$ cat config.mk
export PLATFORM = sky130hd
export DESIGN_NAME = gbc_cart_arbiter
export DESIGN_NICKNAME = d
export VERILOG_FILES = /design/src/rtl/gbc_pkg.sv /design/src/rtl/gbc_cart_arbiter.sv
export SDC_FILE = /design/constraint.sdc
export NUM_CORES = 1
export LEC_CHECK = 0
export CAP_MARGIN = 10
export CORE_MARGIN = 5
export CORE_UTILIZATION = 33
export DETAILED_ROUTE_END_ITERATION = 8
export PLACE_DENSITY_LB_ADDON = 0.15
export REMOVE_ABC_BUFFERS = 1
export SETUP_SLACK_MARGIN = 0.3
export SLEW_MARGIN = 25
export SYNTH_ARGS = -nofsm -noshare
export SYNTH_HDL_FRONTEND = slang
export SYNTH_SLANG_ARGS = --single-unit
$ cat constraint.sdc
create_clock -name Clk -period 3 [get_ports Clk]
set_clock_uncertainty 0.1 [all_clocks]
set_input_delay 0.9 -clock Clk [delete_from_list [all_inputs] [get_ports Clk]]
set_output_delay 0.9 -clock Clk [all_outputs]
set_load 0.01 [all_outputs]
$ cat src/rtl/gbc_pkg.sv
// Shared types for the Game Boy Color cartridge-bus arbiter: FSM states,
// Grant encoding and the width of the optional fairness counter.
package gbc_pkg;

  localparam int unsigned FairCntWidth = 8;

  typedef enum logic [2:0] {
    ARB_IDLE       = 3'd0,
    ARB_GRANT_CPU  = 3'd1,
    ARB_GRANT_HOST = 3'd2,
    ARB_WAIT_CPU   = 3'd3,
    ARB_WAIT_HOST  = 3'd4
  } arb_state_e;

  typedef enum logic [1:0] {
    GRANT_NONE = 2'd0,
    GRANT_CPU  = 2'd1,
    GRANT_HOST = 2'd2
  } grant_e;

  // Owner of the bus while the arbiter sits in a given state.
  function automatic grant_e grantOf(input arb_state_e s);
    case (s)
      ARB_GRANT_CPU, ARB_WAIT_CPU:   grantOf = GRANT_CPU;
      ARB_GRANT_HOST, ARB_WAIT_HOST: grantOf = GRANT_HOST;
      default:                       grantOf = GRANT_NONE;
    endcase
  endfunction

endpackage

$ cat src/rtl/gbc_cart_arbiter.sv
// Two-initiator (CPU, save engine host) arbiter onto the cartridge bus, one
// transaction outstanding. Define GBC_CART_ARB_FAIRNESS_EN for host anti-starvation.
module gbc_cart_arbiter
  import gbc_pkg::*;
#(
  parameter int unsigned AddrWidth = 16,
  parameter int unsigned FairLimit = 8
) (
  input  logic                 Clk,
  input  logic                 Reset,
  input  logic                 ClkEn,

  input  logic                 CpuAccess,
  input  logic                 CpuWrite,
  input  logic [AddrWidth-1:0] CpuAddress,
  input  logic [7:0]           CpuDToTarget,
  output logic [7:0]           CpuDToInitiator,
  output logic                 CpuReady,
  output logic                 CpuDataReady,

  input  logic                 HostAccess,
  input  logic                 HostWrite,
  input  logic [AddrWidth-1:0] HostAddress,
  input  logic [7:0]           HostDToTarget,
  output logic [7:0]           HostDToInitiator,
  output logic                 HostReady,
  output logic                 HostDataReady,

  output logic                 TgtAccess,
  output logic                 TgtWrite,
  output logic [AddrWidth-1:0] TgtAddress,
  output logic [7:0]           TgtDToTarget,
  input  logic [7:0]           TgtDToInitiator,
  input  logic                 TgtReady,
  input  logic                 TgtDataReady,

  output logic [1:0]           Grant
);

  localparam logic [FairCntWidth-1:0] FairLimitCnt = FairCntWidth'(FairLimit);

  arb_state_e state_q, state_d;
  grant_e     grant_q, grant_d;
  logic [7:0] cpuRdata_q, hostRdata_q;

  logic cpuGranted, hostGranted, cpuWaiting, hostWaiting;
  logic ownerAccess, accept, complete, hostFirst;

  always_comb begin
    cpuGranted  = (state_q == ARB_GRANT_CPU);
    hostGranted = (state_q == ARB_GRANT_HOST);
    cpuWaiting  = (state_q == ARB_WAIT_CPU);
    hostWaiting = (state_q == ARB_WAIT_HOST);
  end

  // The request phase is a straight pass-through of the owner's signals.
  always_comb begin
    ownerAccess  = 1'b0;
    TgtWrite     = 1'b0;
    TgtAddress   = '0;
    TgtDToTarget = '0;
    if (cpuGranted) begin
      ownerAccess  = CpuAccess;
      TgtWrite     = CpuWrite;
      TgtAddress   = CpuAddress;
      TgtDToTarget = CpuDToTarget;
    end else if (hostGranted) begin
      ownerAccess  = HostAccess;
      TgtWrite     = HostWrite;
      TgtAddress   = HostAddress;
      TgtDToTarget = HostDToTarget;
    end
    TgtAccess = ownerAccess;
  end

  always_comb begin
    accept        = ClkEn & TgtAccess & TgtReady;
    complete      = ClkEn & TgtDataReady & (cpuWaiting | hostWaiting);
    CpuReady      = ClkEn & cpuGranted & TgtReady;
    HostReady     = ClkEn & hostGranted & TgtReady;
    CpuDataReady  = complete & cpuWaiting;
    HostDataReady = complete & hostWaiting;
  end

  // Read data is forwarded in the completion cycle and held afterwards.
  always_comb begin
    CpuDToInitiator  = CpuDataReady  ? TgtDToInitiator : cpuRdata_q;
    HostDToInitiator = HostDataReady ? TgtDToInitiator : hostRdata_q;
  end

  always_comb begin
    state_d = state_q;
    if (ClkEn) begin
      case (state_q)
        ARB_IDLE: begin
          if (HostAccess && hostFirst)  state_d = ARB_GRANT_HOST;
          else if (CpuAccess)           state_d = ARB_GRANT_CPU;
          else if (HostAccess)          state_d = ARB_GRANT_HOST;
        end
        ARB_GRANT_CPU, ARB_GRANT_HOST: begin
          if (!ownerAccess)   state_d = ARB_IDLE;
          else if (accept)    state_d = cpuGranted ? ARB_WAIT_CPU : ARB_WAIT_HOST;
        end
        ARB_WAIT_CPU, ARB_WAIT_HOST: begin
          if (complete)       state_d = ARB_IDLE;
        end
        default:              state_d = ARB_IDLE;
      endcase
    end
    grant_d = grantOf(state_d);
  end

  always_ff @(posedge Clk or posedge Reset) begin
    if (Reset) begin
      state_q     <= ARB_IDLE;
      grant_q     <= GRANT_NONE;
      cpuRdata_q  <= '0;
      hostRdata_q <= '0;
    end else if (ClkEn) begin
      state_q <= state_d;
      grant_q <= grant_d;
      if (CpuDataReady)  cpuRdata_q  <= TgtDToInitiator;
      if (HostDataReady) hostRdata_q <= TgtDToInitiator;
    end
  end

  assign Grant = grant_q;

`ifdef GBC_CART_ARB_FAIRNESS_EN
  logic [FairCntWidth-1:0] fairCnt_q, fairCnt_d;

  // Counts CPU grants taken while the host is kept waiting; saturates.
  always_comb begin
    fairCnt_d = fairCnt_q;
    if (ClkEn) begin
      if (!HostAccess || (state_q == ARB_IDLE && state_d == ARB_GRANT_HOST))
        fairCnt_d = '0;
      else if (state_q == ARB_IDLE && state_d == ARB_GRANT_CPU && fairCnt_q != '1)
        fairCnt_d = fairCnt_q + 1'b1;
    end
  end

  always_ff @(posedge Clk or posedge Reset) begin
    if (Reset)      fairCnt_q <= '0;
    else if (ClkEn) fairCnt_q <= fairCnt_d;
  end

  assign hostFirst = (fairCnt_q >= FairLimitCnt);
`else
  logic unusedFairLimit;

  assign hostFirst       = 1'b0;
  assign unusedFairLimit = ^FairLimitCnt;
`endif

endmodule

## Word level (Yosys, flattened, before mapping)

Cells that the tools add are included.

| storage, ports and cells | value |
|---|---|
| input bits | 65 |
| output and inout bits | 48 |
| logic and storage cells | 47 |
| bits in registers | 21 |

| operators by class | value |
|---|---|
| muxes and demuxes | 19 |
| equal/unequal tests | 8 |
| reduce and logical (&&, ||, !) cells | 5 |
| bitwise logic cells | 11 |

Operators by type and width:

| cell | count |
|---|---|
| $mux 16 | 2 |
| $mux 8 | 4 |
| $mux 3 | 7 |
| $eq 3x2->1 const B | 4 |
| $and 1x1->1 | 10 |
| $pmux 3 s3 | 1 |
| $reduce_or 2->1 | 4 |
| $eq 3x1->1 const B | 2 |
| $eq 3x3->1 const B | 2 |
| $mux 1 | 4 |
| $pmux 2 s2 | 1 |
| $logic_not 3->1 | 1 |
| $or 1x1->1 | 1 |

## Logic depth before layout (Yosys ltp)

Gate-level depths: netlist of run 1.

| depth | value |
|---|---|
| depth after elaboration | 12 |
| gate-level depth with buffers | 5 |
| mapped depth without buffers | 4 |

## Least setup slack after synthesis of run 1

Ideal clock, no wire load.

| timing | value |
|---|---|
| path type | in2out |
| from | input port ClkEn |
| to | output port HostDToInitiator[0] |
| data required time | 2,000 ps |
| path slack | 47 ps |
| buffers on the path | 2 |
| arrival | 1,953 ps |
| stages on the path | 5 |
| cell sequence | buf_4 > and2_1 > nand3_2 > buf_2 > mux2_2 |

| on the way | value |
|---|---|
| cells in the longest elaborated chain, start to end | 4 |

RTL lines:

| item | RTL line | source |
|---|---|---|
| start, declared | gbc_cart_arbiter.sv:11 | `input logic ClkEn,` |
| $and 1x1->1 (2 in series) | gbc_cart_arbiter.sv:78 | `complete = ClkEn & TgtDataReady & (cpuWaiting \| hostWaiting);` |
| $and 1x1->1 | gbc_cart_arbiter.sv:82 | `HostDataReady = complete & hostWaiting;` |
| $mux 8 | - |  |
| end, declared | gbc_cart_arbiter.sv:25 | `output logic [7:0] HostDToInitiator,` |

Every way passes these cells.

## Final worst setup path of run 1

| timing | value |
|---|---|
| from | input port ClkEn |
| to | output port CpuDToInitiator[7] |

| on the way | value |
|---|---|
| cells in the longest elaborated chain, start to end | 4 |

RTL lines:

| item | RTL line | source |
|---|---|---|
| $and 1x1->1 (2 in series) | gbc_cart_arbiter.sv:78 |  |
| $and 1x1->1 | gbc_cart_arbiter.sv:81 | `CpuDataReady = complete & cpuWaiting;` |
| $mux 8 | - |  |
| end, declared | gbc_cart_arbiter.sv:17 | `output logic [7:0] CpuDToInitiator,` |

Every way passes these cells.

==> run_results.csv, run 1 <==
group,metric,value,unit
final_layout,multiInputGateArea,909.6,sq um
critical_path,regToRegEndpoint,"Grant[1]",
final_layout,n_antenna_cell,0,
power_and_ir_drop,powerDensity,683.1,mW/mm^2
power_and_ir_drop,leakage,1.538,nW
detailed_routing,drt_first_iter_violations,67,
final_layout,final_common_cell,"clkdlybuf4s50_1",
synthesis,netlist_area,0.001431,sq mm
worst_hold_path,worstHoldPathType,"flop to flop",
power_and_ir_drop,switching_share,34.63,%
sta,hold_viol,0,
synthesis,synth-seq-area-share,36.71,%
detailed_routing,wl,5843,um
power_and_ir_drop,pwr-share-seq,24.5,%
job,cap_violations,0,
worst_hold_path,holdPathEnd,"hostRdata_q[2]",
final_layout,fin_cells,343,
power_and_ir_drop,pwr-share-comb,66.8,%
place,io_buffers,112,
sta,setup_ws,0.05115,ns
synthesis,synth_cells,126,
place,gp_congestion,0.8186,
critical_path,worst-setup-path-type,"input pin to output pin",
global_route,overflow,0,
critical_path,r2r_slack,0.59,ns
power_and_ir_drop,intPower,0.001390,W
floorplanning,core,0.004294,sq mm
sta,finalCriticalPeriod,2.949,ns
floorplanning,dieArea,0.005755,sq mm
critical_path,startpoint_type,"input pin",
status,status,"complete, no violations",
synthesis,synth_ff_type,"dfrtp_1",
synthesis,synth_edf_count,0,
cts,cts_tree,"built",
sta,fin_crit_sh,98.29,%
detailed_routing,drtPass1Iterations,4,
final_layout,drive_gt1_share,53.26,%
cts,clkLatencyLatePin,0.26,ns
worst_hold_path,min_path_cells,1,
detailed_routing,vias,1642,
critical_path,end_kind,"output pin",
final_layout,nets,357,
synthesis,yosysUniqueCellTypes,26,
place,dp_hpwl,4022,um
detailed_routing,drc,0,
worst_hold_path,worstHoldStart,"hostRdata_q[2]",
cts,cts_sinks,21,
detailed_routing,antenna_left,0,
power_and_ir_drop,p_clk_share,8.7,%
sta,rsz0062_at_grt,"yes",
sta,setup_tns,0,ns
sta,slew-limit-headroom,80.55,%
global_route,grt_pass1_wl,8811,um
power_and_ir_drop,ir_drop,0.4955,mV
synthesis,syn_avg_cell_area,11.36,sq um
sta,setup_viol,0,
floorplanning,start_util,33.33,%
cts,clockBufferDepth,2,
final_layout,fillers,310,
critical_path,crit_arrival,1.95,ns
final_layout,syn_to_final_growth,117.5,%
cts,cts_buffers,3,
cts,cts_max_level,1,
floorplanning,die_width,75.86,um
critical_path,cp.required,2.00,ns
floorplanning,rows,24,
floorplanning,io_pins,113,
sta,fin_hold_ws,0.4148,ns
synthesis,ys_warn_count,0,
critical_path,r2r_cells,13,
detailed_routing,viasPerCell,4.787,
global_route,antenna_found_initial,0,
critical_path,timing.rr.start,"state_q[1]",
final_layout,final_cell_mix,"clkdlybuf4s50_1 (61), buf_4 (44), buf_2 (28)",
detailed_routing,wl_per_cell,17.03,um
synthesis,async_flop_share,100.0,%
cts,path_clk_slew,0.08,ns
global_route,grt_pass1_vias,1689,
sta,drv_slew,0,
final_layout,seqCellArea,528.0,sq um
critical_path,cp_max_fo,7,
power_and_ir_drop,power_switching,0.0007364,W
synthesis,ys_ff_latch,21,
global_route,grt_usage,20.35,%
place,dp_cells,308,
cts,ctsRootBufferMaster,"clkbuf_8",
sta,tightest_slew,0.2887,ns
cts,cts_hold_buf,0,
global_route,grt_max_degree,26,
floorplanning,die_h,75.86,um
final_layout,finalCoreUtilization,72.49,%
sta,fmax,0.3391,GHz
place,dpl_worst_slack,-0.7529,ns
## sequential cells by signal (all words and copies together), names as in the netlist
signal / count
hostRdata_q: 8
cpuRdata_q: 8
Grant: 2
state_q: 3
## area by class of cell
cell class	instances	area share (%)
Sequential cell	21	16.96
Inverter	7	0.8441
Clock buffer	4	1.447
Multi-Input combinational cell	89	29.22
Timing Repair Buffer	170	49.44
Tap cell	52	2.090
## cells by family (layout without fill, tap and decap cells)
kind of cell           count (synthesis)  in the layout  synth area share (%)
AO/OA/AOI/OAI                         35             35                 20.98
multiplexers                          32             32                 25.18
flip-flops                            21             21                 36.71
AND/OR/NAND/NOR                       21             22                 10.66
buffers and inverters                 17            181                 6.468
## power groups by stage
stage               clock (W)  combinational (W)  sequential, W
global placement            0            0.00128       0.000507
finish               0.000185            0.00142       0.000521
floorplan                   0           0.000585       0.000495
detailed placement          0            0.00129       0.000511
global route         0.000200            0.00152       0.000537
CTS                  0.000194            0.00139       0.000525
## critical path, cell delays in order
cell	delay, ns
buf_8	0.07
nor2b_4	0.16
nand4_4	0.21
buf_6	0.20
mux2_4	0.29
buf_6	0.12
## synth_stat cells, types with 3 or more instances
master	number	share of area [%]
nor2_1	5	1.3
mux2_2	32	25
a22o_1	25	15
nand2_1	3	0.79
dfrtp_1	21	37
buf_2	5	1.7
inv_1	7	1.8
and2_1	4	1.7
o21ai_0	3	1.0
## layer usage
layer | track usage [%] | part of all wire [%]
met2 | 36.03 | 51
met3 | 4.090 | 6.0
met5 | 0 | 0
met1 | 25.30 | 41
met4 | 4.660 | 2.0
## how the worst max path moves through the flow
stage | slack (ns) | cells past startpoint | startpoint | end
floorplan | 0.28 | 2 | state_q[1] | TgtAddress[0]
global placement | -0.72 | 5 | ClkEn | CpuDToInitiator[7]
detailed placement | -0.75 | 5 | ClkEn | CpuDToInitiator[4]
CTS | 0.06 | 6 | ClkEn | CpuDToInitiator[0]
global route | 0.01 | 6 | ClkEn | CpuDToInitiator[5]
finish | 0.05 | 6 | ClkEn | CpuDToInitiator[7]
## stage by stage
| stage | power [W] | instance area [sq um] |
|---|---|---|
| CTS | 0.002107 | 3073 |
| floorplan | 0.001079 | 1365 |
| global placement | 0.001788 | 2786 |
| detailed placement | 0.001806 | 2786 |
| global route | 0.002254 | 3113 |
| finish | 0.002127 | 3113 |
## repair_timing
action | in CTS | in global routing
pin swaps | 5 | 1
resized for setup | 238 | 10
gates cloned | 2 | 0
setup endpoints to repair | 46 | 19
setup buffers | 25 | 4
No activity file was read; power rests on OpenSTA's default activity.
==> run 2, diff against run 1 <==
--- a/config.mk
+++ b/config.mk
@@ -7,7 +7,8 @@
 export LEC_CHECK = 0
 export CAP_MARGIN = 10
 export CORE_MARGIN = 5
-export CORE_UTILIZATION = 33
+export CORE_UTILIZATION = 34
+export CTS_BUF_LIST = sky130_fd_sc_hd__clkbuf_4
 export DETAILED_ROUTE_END_ITERATION = 8
 export PLACE_DENSITY_LB_ADDON = 0.15
 export REMOVE_ABC_BUFFERS = 1
==> run_results.csv, run 2 (synthesized netlist as in run 1, its figures left out) <==
group,metric,value,unit
power_and_ir_drop,intPower,0.001321,W
final_layout,fin_cells,332,
power_and_ir_drop,pwr-share-seq,24.8,%
final_layout,final_common_cell,"clkdlybuf4s50_1",
place,io_buffers,112,
critical_path,critPathTopFamily,"buffers and inverters",
critical_path,cp.depth,6,
sta,setup_ws,0.1147,ns
critical_path,r2r_cells,12,
power_and_ir_drop,leakage,1.470,nW
floorplanning,dieArea,0.005608,sq mm
final_layout,nets,348,
critical_path,worst-setup-path-type,"input pin to output pin",
detailed_routing,drc,0,
worst_hold_path,worstHoldStart,"hostRdata_q[3]",
final_layout,n_antenna_cell,0,
sta,drv_slew,0,
detailed_routing,antenna_left,0,
final_layout,syn_to_final_growth,111.0,%
detailed_routing,wl,6184,um
place,gp_congestion,0.8712,
cts,cts_tree,"built",
detailed_routing,drt_first_iter_violations,131,
final_layout,reg_top3,"cpuRdata_q x8, hostRdata_q x8, state_q x3",
worst_hold_path,worstHoldPathType,"flop to flop",
power_and_ir_drop,pwr-share-comb,68.0,%
cts,path_clk_slew,0.12,ns
final_layout,finalCoreUtilization,74.97,%
cts,cts_max_level,1,
final_layout,final_cell_mix,"clkdlybuf4s50_1 (61), buf_4 (39), buf_2 (27)",
sta,hold_viol,0,
global_route,antenna_found_initial,0,
global_route,grt_usage,21.63,%
global_route,grt_max_degree,27,
critical_path,cp_max_fo,7,
place,dp_hpwl,4290,um
critical_path,r2r_slack,0.58,ns
place,dp_cells,302,
status,status,"complete, no violations",
critical_path,end_kind,"output pin",
critical_path,slowest_delay,0.30,ns
job,cap_violations,0,
critical_path,crit_buf_inv,3,
cts,clockBufferDepth,2,
critical_path,cp-endpoint,"CpuDToInitiator[5]",
floorplanning,start_util,35.53,%
power_and_ir_drop,power_switching,0.0007488,W
sta,slew-limit-headroom,47.05,%
worst_hold_path,min_path_cells,1,
sta,fmax,0.3466,GHz
cts,cts_buffers,3,
critical_path,timing.rr.start,"state_q[0]",
sta,fin_crit_sh,96.18,%
critical_path,startpoint_type,"input pin",
floorplanning,core,0.004029,sq mm
floorplanning,io_pins,113,
detailed_routing,wl_per_cell,18.63,um
cts,clkLatencyLatePin,0.31,ns
global_route,overflow,0,
floorplanning,rows,23,
detailed_routing,viasPerCell,5.127,
cts,cts_sinks,21,
global_route,grt_pass1_vias,1806,
power_and_ir_drop,p_clk_share,7.1,%
power_and_ir_drop,ir_drop,0.3878,mV
cts,ctsRootBufferMaster,"clkbuf_4",
power_and_ir_drop,powerDensity,685.1,mW/mm^2
critical_path,cp-startpoint,"ClkEn",
sta,tightest_slew,0.7934,ns
floorplanning,die_h,74.89,um
floorplanning,die_width,74.89,um
critical_path,regToRegEndpoint,"Grant[1]",
final_layout,drive_gt1_share,53.55,%
sta,rsz0062_at_grt,"yes",
critical_path,cp.required,2.00,ns
sta,setup_tns,0,ns
global_route,grt_pass1_wl,9335,um
critical_path,crit_arrival,1.89,ns
sta,setup_viol,0,
power_and_ir_drop,switching_share,36.18,%
detailed_routing,vias,1702,
power_and_ir_drop,design_power_total,0.002069,W
critical_path,cp_slowest_cell,"mux2_4",
detailed_routing,drtPass1Iterations,4,
sta,finalCriticalPeriod,2.885,ns
place,dpl_worst_slack,-0.8424,ns
critical_path,cp_cell_sequence,"buf_8, nor2b_4, nand4_4, buf_12, mux2_4, buf_6",
run 2: cell types whose count changed in the layout (fill, tap and decap cells not counted), sizes merged:
cell | previous run | this run
buf | 105 | 96
clkbuf | 5 | 6
nand4 | 2 | 1
run 2: worst reg2reg max path: stages (launching register included):
cell	delay [ns]
dfrtp_2	0.45
buf_4	0.16
nand3b_1	0.20
buf_4	0.16
buf_4	0.12
buf_4	0.12
buf_4	0.11
buf_4	0.12
buf_4	0.12
buf_4	0.13
nor2_1	0.08
o21ai_0	0.13
a311oi_2	0.34
run 2: worst min path at each step:
stage,endpoint,slack [ns]
detailed placement,cpuRdata_q[2],0.39
global placement,hostRdata_q[2],0.38
global route,cpuRdata_q[2],0.45
finish,hostRdata_q[3],0.43
CTS,cpuRdata_q[2],0.42
floorplan,cpuRdata_q[0],0.37
run 2: stage by stage:
stage,cell area [sq um],hold slack (ns)
after floorplan,1365,0.3737
final,3020,0.4259
after global placement,2766,0.3817
after CTS,2968,0.4195
after detailed placement,2766,0.3917
after global routing,3020,0.4502
run 2: layer usage:
layer | up-vias | part of all wire [%] | GRT usage, %
li1 | 785 | - | -
met1 | 834 | 38 | 25.21
met2 | 71 | 54 | 40.43
met3 | 12 | 6.4 | 3.204
met4 | 0 | 2.0 | 6.522
met5 | - | 0 | 0
run 2: timing repair:
item	in CTS	in global routing
cloned	2	0
buffers inserted	21	3
pin swaps	6	4
hold buffers	0	0
setup endpoints to repair	46	20
resized for setup	235	9
run 2: cell type report:
cell class	count	area (sq um)
clock buffers	4	30.03
fillers	287	1008
inverters	7	28.78
multi-input cells	88	874.6
flip-flops and latches	21	528.0
well taps	50	62.56
repair buffers	162	1496
run 2: power groups by stage:
stage,registers [W],clock network [W],logic [W]
6_report,0.000514,0.000148,0.00141
5_1_grt,0.000527,0.000163,0.00150
4_1_cts,0.000504,0.000151,0.00139
3_5_place_dp,0.000516,0,0.00131
3_3_place_gp,0.000501,0,0.00127
2_1_floorplan,0.000495,0,0.000585
==> run 3, diff against run 2 <==
--- a/config.mk
+++ b/config.mk
@@ -7,7 +7,7 @@
 export LEC_CHECK = 0
 export CAP_MARGIN = 10
 export CORE_MARGIN = 5
-export CORE_UTILIZATION = 34
+export CORE_UTILIZATION = 37
 export CTS_BUF_LIST = sky130_fd_sc_hd__clkbuf_4
 export DETAILED_ROUTE_END_ITERATION = 8
 export PLACE_DENSITY_LB_ADDON = 0.15
==> constraint.sdc (replaced) <==
create_clock -name Clk -period 3.7 [get_ports Clk]
set_clock_uncertainty 0.1 [all_clocks]
set_input_delay 1.11 -clock Clk [delete_from_list [all_inputs] [get_ports Clk]]
set_output_delay 1.11 -clock Clk [all_outputs]
set_load 0.01 [all_outputs]
==> run_results.csv, run 3 (synthesized netlist as in run 1, its figures left out) <==
group,metric,value,unit
status,status,"complete, no violations",
cts,clockBufferDepth,2,
power_and_ir_drop,ir_drop,0.3450,mV
detailed_routing,antenna_left,0,
place,dp_hpwl,4218,um
sta,drv_slew,0,
power_and_ir_drop,design_power_total,0.001507,W
place,dp_cells,289,
place,io_buffers,112,
final_layout,n_antenna_cell,0,
detailed_routing,wl_per_cell,18.64,um
final_layout,final_cell_mix,"clkdlybuf4s50_1 (64), dlygate4sd2_1 (27), mux2_2 (25), a22o_1 (25), buf_4 (21)",
global_route,overflow,0,
final_layout,multiInputGateArea,875.8,sq um
job,cap_violations,0,
power_and_ir_drop,leakage,1.387,nW
power_and_ir_drop,p_clk_share,7.3,%
floorplanning,rows,22,
critical_path,slowest_delay,0.33,ns
floorplanning,start_util,38.52,%
critical_path,cp_cell_sequence,"buf_8, and2_4, nand3_4, buf_12, mux2_2, clkdlybuf4s15_2",
global_route,grt_pass1_wl,8838,um
place,dpl_worst_slack,-0.5609,ns
critical_path,crit_arrival,2.17,ns
final_layout,finalCoreUtilization,76.26,%
sta,setup_ws,0.3226,ns
critical_path,cp_slowest_cell,"mux2_2",
cts,cts_tree,"built",
global_route,grt_max_degree,27,
place,gp_congestion,0.8590,
sta,hold_viol,0,
floorplanning,io_pins,113,
sta,fin_crit_sh,91.28,%
critical_path,worst-setup-path-type,"input pin to output pin",
final_layout,nets,328,
detailed_routing,wl,5777,um
power_and_ir_drop,powerDensity,531.9,mW/mm^2
global_route,grt_usage,21.95,%
critical_path,r2r_slack,1.74,ns
power_and_ir_drop,power_switching,0.0005647,W
critical_path,cp_max_fo,7,
final_layout,reg_top3,"cpuRdata_q x8, hostRdata_q x8, state_q x3",
sta,slew-limit-headroom,46.19,%
sta,setup_viol,0,
sta,finalCriticalPeriod,3.377,ns
global_route,antenna_found_initial,0,
detailed_routing,viasPerCell,5.081,
floorplanning,die_h,72.20,um
power_and_ir_drop,pwr-share-comb,64.2,%
sta,tightest_slew,0.8062,ns
critical_path,r2r_cells,7,
sta,fmax,0.2961,GHz
cts,ctsRootBufferMaster,"clkbuf_4",
cts,cts_max_level,1,
sta,rsz0062_at_grt,"yes",
floorplanning,die_width,72.20,um
detailed_routing,drtPass1Iterations,4,
global_route,grt_pass1_vias,1693,
detailed_routing,drc,0,
critical_path,cp.required,2.49,ns
power_and_ir_drop,switching_share,37.46,%
final_layout,seqCellArea,526.8,sq um
detailed_routing,vias,1575,
cts,clkLatencyLatePin,0.30,ns
cts,path_clk_slew,0.12,ns
worst_hold_path,worstHoldPathType,"flop to flop",
floorplanning,core,0.003716,sq mm
final_layout,fillers,275,
power_and_ir_drop,intPower,0.0009427,W
sta,fin_hold_ws,0.4197,ns
floorplanning,dieArea,0.005212,sq mm
worst_hold_path,min_path_cells,1,
final_layout,final_common_cell,"clkdlybuf4s50_1",
cts,cts_sinks,21,
final_layout,fin_cells,310,
cts,cts_buffers,3,
critical_path,end_kind,"output pin",
detailed_routing,drt_first_iter_violations,77,
critical_path,startpoint_type,"input pin",
power_and_ir_drop,pwr-share-seq,28.5,%
final_layout,syn_to_final_growth,97.99,%
final_layout,drive_gt1_share,37.40,%
==> run 3: cell types whose count changed in the layout (fill, tap and decap cells not counted), moves of 3 or more <==
cell | previous run | this run
buf_6 | 23 | 11
buf_4 | 39 | 21
buf_12 | 5 | 2
buf_2 | 27 | 6
clkbuf_2 | 1 | 7
dlygate4sd2_1 | 3 | 27
clkdlybuf4s50_1 | 61 | 64
==> run 3: cell type report <==
| cell class | count | share of cell area (%) |
|---|---|---|
| timing repair buffer | 141 | 46.49 |
| multi-input combinational | 89 | 30.91 |
| sequential | 21 | 18.59 |
| tap | 48 | 2.119 |
| inverter | 7 | 0.9272 |
| clock buffer | 3 | 0.7947 |
| clock inverter | 1 | 0.1766 |
==> run 3: worst paths after layout <==
kind / from / to
max: ClkEn / HostDToInitiator[6]
min: hostRdata_q[7] / hostRdata_q[7]
max reg2reg: state_q[0] / hostRdata_q[5]
min reg2reg: hostRdata_q[7] / hostRdata_q[7]
max in group asynchronous: Reset / state_q[1]
min in group asynchronous: Reset / cpuRdata_q[5]
==> run 3: per-stage QoR <==
stage / setup TNS, ns / area [sq um]
detailed placement: -8.162 / 2656
global placement: -7.824 / 2656
global route: 0 / 2834
CTS: 0 / 2846
finish: 0 / 2834
floorplan: 0 / 1365
==> run 3: what timing repair did <==
action,in CTS,in global routing
resized for setup,115,16
cloned,2,0
buffers inserted,13,2
hold buffers,0,0
pin swaps,1,1
setup endpoints to repair,46,18
==> run 3: critical path: cells and delay by family <==
kind	cells	cell delay, ns
multiplexers	1	0.33
buffers and inverters	3	0.46
AND/OR/NAND/NOR	2	0.27
==> run 3: routing by layer <==
| layer | global-route usage, % | routed length [um] | vias up |
|---|---|---|---|
| met2 | 40.95 | 3010 | 71 |
| met4 | 8.142 | 138 | 0 |
| met3 | 3.463 | 368 | 12 |
| met5 | 0 | 0 | - |
| li1 | - | - | 755 |
| met1 | 24.81 | 2259 | 737 |
==> run 3: power by group through the flow <==
stage | Sequential (W) | Combinational (W) | Clock [W]
floorplan | 0.000401 | 0.000474 | 0
CTS | 0.000426 | 0.000974 | 0.000111
finish | 0.000430 | 0.000968 | 0.000110
detailed placement | 0.000419 | 0.00102 | 0
global placement | 0.000411 | 0.000995 | 0
global route | 0.000443 | 0.00103 | 0.000125
